File: src/rtl/pmod_cls_spi_responder.sv
// SPI mode-0 receiver for a PmodCLS-style character LCD: bytes are assembled from the
// synchronized SPI pins and fed to an ANSI escape parser that maintains a 2x16 text buffer.
module pmod_cls_spi_responder #(
    parameter int parm_sync_stages = 2
) (
    input  logic         i_ext_spi_clk_x,
    input  logic         i_srst,
    input  logic         i_sck,
    input  logic         i_csn,
    input  logic         i_copi,
    output logic [7:0]   o_rx_byte,
    output logic         o_rx_byte_valid,
    output logic         o_frame_err,
    output logic         o_cmd_clear,
    output logic [127:0] o_dat_ascii_line1,
    output logic [127:0] o_dat_ascii_line2,
    output logic         o_cursor_row,
    output logic [4:0]   o_cursor_col
);

    typedef enum logic [2:0] {
        ST_CHR,
        ST_ESC,
        ST_CSI,
        ST_ARG1,
        ST_ARG2
    } state_t;

    localparam logic [127:0] BLANK_LINE = {16{8'h20}};

    logic [parm_sync_stages-1:0] sck_sync;
    logic [parm_sync_stages-1:0] csn_sync;
    logic [parm_sync_stages-1:0] copi_sync;
    logic       sck_s, csn_s, copi_s;
    logic       sck_d, csn_d;
    logic       sck_rise, csn_rise, shift_en;
    logic [2:0] bit_cnt;
    logic [7:0] shreg;

    state_t     state, state_nx;
    logic [6:0] arg1, arg2, arg1_nx, arg2_nx;
    logic       do_write, do_clear, do_cursor;
    logic [6:0] wr_lsb;

    assign sck_s  = sck_sync[parm_sync_stages-1];
    assign csn_s  = csn_sync[parm_sync_stages-1];
    assign copi_s = copi_sync[parm_sync_stages-1];

    assign sck_rise = sck_s & ~sck_d;
    assign csn_rise = csn_s & ~csn_d;
    // An sck edge seen in the same cycle as the csn rise still counts, so a
    // byte whose last bit races the chip-select release is not lost.
    assign shift_en = sck_rise & (~csn_s | csn_rise);

    always_ff @(posedge i_ext_spi_clk_x or posedge i_srst) begin
        if (i_srst) begin
            sck_sync        <= '0;
            csn_sync        <= '1;
            copi_sync       <= '0;
            sck_d           <= 1'b0;
            csn_d           <= 1'b1;
            bit_cnt         <= 3'd0;
            shreg           <= 8'h00;
            o_rx_byte       <= 8'h00;
            o_rx_byte_valid <= 1'b0;
            o_frame_err     <= 1'b0;
        end else begin
            sck_sync        <= {sck_sync[parm_sync_stages-2:0], i_sck};
            csn_sync        <= {csn_sync[parm_sync_stages-2:0], i_csn};
            copi_sync       <= {copi_sync[parm_sync_stages-2:0], i_copi};
            sck_d           <= sck_s;
            csn_d           <= csn_s;
            o_rx_byte_valid <= 1'b0;
            o_frame_err     <= 1'b0;
            if (shift_en && bit_cnt == 3'd7) begin
                o_rx_byte       <= {shreg[6:0], copi_s};
                o_rx_byte_valid <= 1'b1;
            end
            if (csn_rise && bit_cnt != 3'd0 && !(shift_en && bit_cnt == 3'd7)) begin
                o_frame_err <= 1'b1;
            end
            if (csn_s) begin
                bit_cnt <= 3'd0;
                shreg   <= 8'h00;
            end else if (shift_en) begin
                bit_cnt <= bit_cnt + 3'd1;
                shreg   <= {shreg[6:0], copi_s};
            end
        end
    end

    // Decimal accumulate; anything already >= 10 would pass 99 after the multiply.
    function automatic logic [6:0] acc_digit(input logic [6:0] a, input logic [7:0] b);
        if (a >= 7'd10) return 7'd99;
        return (a * 7'd10) + {3'b000, b[3:0]};
    endfunction

    function automatic logic is_digit(input logic [7:0] b);
        return (b >= 8'h30) && (b <= 8'h39);
    endfunction

    always_comb begin
        state_nx  = state;
        arg1_nx   = arg1;
        arg2_nx   = arg2;
        do_write  = 1'b0;
        do_clear  = 1'b0;
        do_cursor = 1'b0;
        if (o_rx_byte_valid) begin
            case (state)
                ST_CHR: begin
                    if (o_rx_byte == 8'h1B) begin
                        state_nx = ST_ESC;
                    end else if (o_rx_byte >= 8'h20 && o_rx_byte <= 8'h7E) begin
                        do_write = ~o_cursor_col[4];
                    end
                end
                ST_ESC: begin
                    if (o_rx_byte == 8'h5B) begin
                        state_nx = ST_CSI;
                        arg1_nx  = 7'd0;
                        arg2_nx  = 7'd0;
                    end else if (o_rx_byte != 8'h1B) begin
                        state_nx = ST_CHR;
                    end
                end
                ST_CSI, ST_ARG1: begin
                    if (is_digit(o_rx_byte)) begin
                        arg1_nx  = acc_digit(arg1, o_rx_byte);
                        state_nx = ST_ARG1;
                    end else if (o_rx_byte == 8'h3B) begin
                        state_nx = ST_ARG2;
                    end else if (o_rx_byte == 8'h6A) begin
                        do_clear = 1'b1;
                        state_nx = ST_CHR;
                    end else if (o_rx_byte == 8'h48) begin
                        do_cursor = 1'b1;
                        state_nx  = ST_CHR;
                    end else if (o_rx_byte == 8'h1B) begin
                        state_nx = ST_ESC;
                    end else begin
                        state_nx = ST_CHR;
                    end
                end
                ST_ARG2: begin
                    if (is_digit(o_rx_byte)) begin
                        arg2_nx = acc_digit(arg2, o_rx_byte);
                    end else if (o_rx_byte == 8'h48) begin
                        do_cursor = 1'b1;
                        state_nx  = ST_CHR;
                    end else if (o_rx_byte == 8'h6A) begin
                        do_clear = 1'b1;
                        state_nx = ST_CHR;
                    end else if (o_rx_byte == 8'h1B) begin
                        state_nx = ST_ESC;
                    end else begin
                        state_nx = ST_CHR;
                    end
                end
                default: state_nx = ST_CHR;
            endcase
        end
    end

    // Column 0 sits in the top byte, so the write slot is (15 - col) * 8.
    assign wr_lsb = {~o_cursor_col[3:0], 3'b000};

    always_ff @(posedge i_ext_spi_clk_x or posedge i_srst) begin
        if (i_srst) begin
            state             <= ST_CHR;
            arg1              <= 7'd0;
            arg2              <= 7'd0;
            o_cmd_clear       <= 1'b0;
            o_dat_ascii_line1 <= BLANK_LINE;
            o_dat_ascii_line2 <= BLANK_LINE;
            o_cursor_row      <= 1'b0;
            o_cursor_col      <= 5'd0;
        end else begin
            state       <= state_nx;
            arg1        <= arg1_nx;
            arg2        <= arg2_nx;
            o_cmd_clear <= do_clear;
            if (do_clear) begin
                o_dat_ascii_line1 <= BLANK_LINE;
                o_dat_ascii_line2 <= BLANK_LINE;
                o_cursor_row      <= 1'b0;
                o_cursor_col      <= 5'd0;
            end else if (do_cursor) begin
                o_cursor_row <= (arg1 >= 7'd1);
                o_cursor_col <= (arg2 > 7'd15) ? 5'd15 : arg2[4:0];
            end else if (do_write) begin
                if (o_cursor_row) o_dat_ascii_line2[wr_lsb +: 8] <= o_rx_byte;
                else              o_dat_ascii_line1[wr_lsb +: 8] <= o_rx_byte;
                o_cursor_col <= o_cursor_col + 5'd1;
            end
        end
    end

endmodule

File: config.mk
export PLATFORM = sky130hd
export DESIGN_NAME = pmod_cls_spi_responder
export DESIGN_NICKNAME = d
export VERILOG_FILES = /design/src/rtl/pmod_cls_spi_responder.sv
export SDC_FILE = /design/constraint.sdc
export NUM_CORES = 1
export LEC_CHECK = 0
export BUFFER_PORTS_ARGS = -buffer_cell sky130_fd_sc_hd__buf_2
export CAP_MARGIN = 20
export CELL_PAD_IN_SITES_DETAIL_PLACEMENT = 2
export CELL_PAD_IN_SITES_GLOBAL_PLACEMENT = 2
export CORE_UTILIZATION = 37
export CTS_BUF_LIST = sky130_fd_sc_hd__clkbuf_4 sky130_fd_sc_hd__clkbuf_8
export DETAILED_ROUTE_END_ITERATION = 10
export PLACE_DENSITY_LB_ADDON = 0.1
export SETUP_SLACK_MARGIN = 0.3
export SYNTH_ARGS = -nofsm -noshare
export SYNTH_HDL_FRONTEND = slang
export SYNTH_SLANG_ARGS = --single-unit
File: constraint.sdc
create_clock -name i_ext_spi_clk_x -period 11.6 [get_ports i_ext_spi_clk_x]
set_input_delay 2.32 -clock i_ext_spi_clk_x [delete_from_list [all_inputs] [get_ports i_ext_spi_clk_x]]
set_output_delay 2.32 -clock i_ext_spi_clk_x [all_outputs]
set_load 0.01 [all_outputs]
==> flow_metrics.py <==
metrics = {
    "clocking": {
        "post-cts-setup-buffers": 0,
        "tritoncts": "yes",
        "cts_root_buf": "clkbuf_8",
        "cts_buffer_depth": 3,
        "numCtsBuffers": 54,
        "cts_resized": 0,
        "clk_pin_slew_ns": 0.06,
        "htree_num_levels": 2,
        "cts_sinks": 308,
        "clk_latency_ns": 0.62,
        "cts_hold_buf": 0,
    },
    "floorplan": {
        "dieWidth_um": 195,
        "initial_utilization": 0.375,
        "core_um2": 36600,
        "io_pins": 278,
        "dieArea_um2": 37900,
        "die_h_um": 195,
        "rows": 70,
    },
    "routing": {
        "drtIter0Drc": 440,
        "wl_um": 46800,
        "vias_per_cell": 5.42,
        "dr.pass1.iters": 4,
        "wl_per_cell_um": 23.2,
        "drc": 0,
        "ant_nets": 0,
        "vias": 10900,
    },
    "sta": {
        "min_period_over_period": 0.356,
        "fmax_mhz": 242,
        "fin_crit_ns": 4.13,
        "finalHoldViolations": 0,
        "slew-limit-headroom": 0.252,
        "fin_setup_tns_ns": 0,
        "rsz0062_at_grt": "false",
        "report.final.setup_viol": 0,
        "finClkSkew_ns": 0.0183,
        "final_max_slew_viol_count": 0,
        "worstMarginPinSlew_ns": 1.12,
    },
    "layout": {
        "nets": 1530,
        "fill_cells": 3848,
        "antenna_cells": 0,
        "utilization": 0.455,
        "design_area_um2": 16700,
        "layout-drive-gt1-share": 0.319,
        "syn_to_final_growth_pct": 21.3,
    },
    "critical_path": {
        "crit_arrival_ns": 4.76,
        "reg2reg_depth": 7,
        "start_kind": "primary input",
        "cp_max_fo": 118,
        "worstSetupStartpoint": "i_srst",
        "r2r_start": "state[2]",
        "worstReg2RegEnd": "o_dat_ascii_line1[92]",
        "crit_path_end_kind": "asynchronous set/reset pin",
        "cp.required_ns": 12.24,
        "r2r_slack_ns": 7.69,
        "crit_type": "in2async",
    },
    "hold_path": {
        "hp-start": "copi_sync[0]",
        "min_to": "copi_sync[1]",
        "hp-class": "reg2reg",
        "worstHoldPathCells": 0,
    },
    "synth": {
        "synthesis.area_um2": 13700,
        "synth.distinct_cells": 77,
        "yosysWarnings": 0,
        "synth_edf_count": 0,
        "synth_async_sr_flop_share": 1.00,
        "synthMuxAreaShare": 0.0851,
        "yosys.area_share.simple": 0.174,
        "avgSynthCellArea_um2": 11.1,
        "synth_fa_ha_area_frac": 0.0240,
        "synth_xor_xnor_area_share": 0.0115,
        "ys_seq_area_frac": 0.564,
        "ys_top_cells_by_area": "dfrtp_1, mux2i_1, dfstp_2",
        "synth-compound-area-share": 0.102,
        "synth_top_family_by_area": "simple AND/OR/NAND/NOR gates",
        "synthFlopType": "dfrtp_1",
        "synth_commonest_cells": "dfrtp_1, nand2_1, mux2i_1, nor2_1, o21ai_0",
        "yosysMostFrequentCell": "dfrtp_1",
        "syn_inst": 1235,
        "synth_seq_cells": 308,
        "synth_top_area_share": 0.497,
        "syn_nets": 1264,
        "synth_area_leader_cell": "dfrtp_1",
    },
    "job": {
        "max-cap-violations": 0,
    },
    "placement": {
        "post_dp_cell_area_um2": 15400,
        "place_hpwl_um": 31800,
        "gp_congestion": 0.774,
        "io_buffers": 277,
    },
    "pwr": {
        "p_leak_nw": 8.64,
        "max-vdd-ir-drop_uv": 103,
        "p_per_area_nw_per_um2": 133,
    },
    "grt": {
        "grt_pass1_wl_um": 72400,
        "antenna_found_initial": 0,
        "grt_pass1_vias": 11900,
        "grt_max_degree": 119,
        "gr-usage-all-layers": 0.249,
        "overflow": 0,
    },
    "outcome": {
        "status": "completed",
    },
}
## routing by layer
metal,vias up,GRT usage,wire (um)
met5,-,0,0
li1,4871,-,-
met2,273,0.416,22700
met4,0,0.0958,1450
met3,79,0.0491,2370
met1,5697,0.318,20200
## power breakdown
part	switching [mW]	leakage, nW	internal (mW)	total [mW]
logic	0.0240	3.82	0.00267	0.0267
clock network	0.463	0.660	0.646	1.11
registers	0.00194	4.16	1.08	1.08
total	0.489	8.64	1.73	2.22
## through the flow
step | power, mW | setup WS [ns] | instances | hold slack (ns)
detailed placement | 1.13 | 6.66 | 1912 | 0.336
global route | 2.29 | 7.10 | 2015 | 0.358
floorplan | 1.12 | 0.822 | 1235 | 0.331
finish | 2.22 | 7.47 | 2015 | 0.351
global placement | 1.13 | 6.71 | 1912 | 0.334
CTS | 2.25 | 7.36 | 2014 | 0.352
## cells by family (layout without fill, tap and decap cells)
logic type / Yosys count / after routing
multiplexers: 114 / 114
AO/OA/AOI/OAI: 210 / 210
XOR/XNOR: 18 / 18
buffers and inverters: 112 / 424
flip-flops: 308 / 308
AND/OR/NAND/NOR: 449 / 449
adder cells (fa/ha/maj): 24 / 24
## cell usage in the layout (no fill, tap or decap), types with 27 or more instances in the layout
| cell type | netlist | final |
|---|---|---|
| nor2_1 | 89 | 89 |
| nand2_1 | 161 | 161 |
| a21oi_1 | 27 | 27 |
| dfstp_2 | 35 | 35 |
| dfrtp_1 | 273 | 272 |
| inv_1 | 28 | 27 |
| buf_2 | 38 | 277 |
| nand3_1 | 70 | 70 |
| mux2i_1 | 92 | 92 |
| a22o_1 | 30 | 30 |
| o21ai_0 | 73 | 73 |
| clkbuf_8 | 0 | 72 |
## cell type report
type,instances,area [um^2],area share
clock buffers,94,1160,0.0694
clock inverters,8,65.1,0.00391
inverters,29,116,0.00698
multi-input cells,815,5480,0.329
flip-flops and latches,308,7750,0.465
well taps,468,586,0.0351
repair buffers,293,1510,0.0906
## flip-flops by register name, indices dropped and copies added (netlist names), 2 cells and up
signal / count
arg1: 7
o_cursor_col: 5
o_dat_ascii_line2: 128
csn_sync: 2
o_dat_ascii_line1: 128
sck_sync: 2
o_rx_byte: 8
state: 3
shreg: 7
bit_cnt: 3
arg2: 7
copi_sync: 2
## worst max-delay path by stage
stage	to	slack [ns]	cells past startpoint
detailed placement	o_dat_ascii_line1[42]	6.66	4
global placement	o_dat_ascii_line1[40]	6.71	4
global route	o_dat_ascii_line2[79]	7.10	4
floorplan	arg1[0]	0.82	1
CTS	o_dat_ascii_line1[42]	7.36	4
finish	o_dat_ascii_line1[40]	7.47	4
## worst max-delay path, stage by stage
cell	delay [ns]
buf_2	0.13
inv_8	0.51
buf_4	0.83
buf_4	0.80
Power figures use the tool's default switching activity.
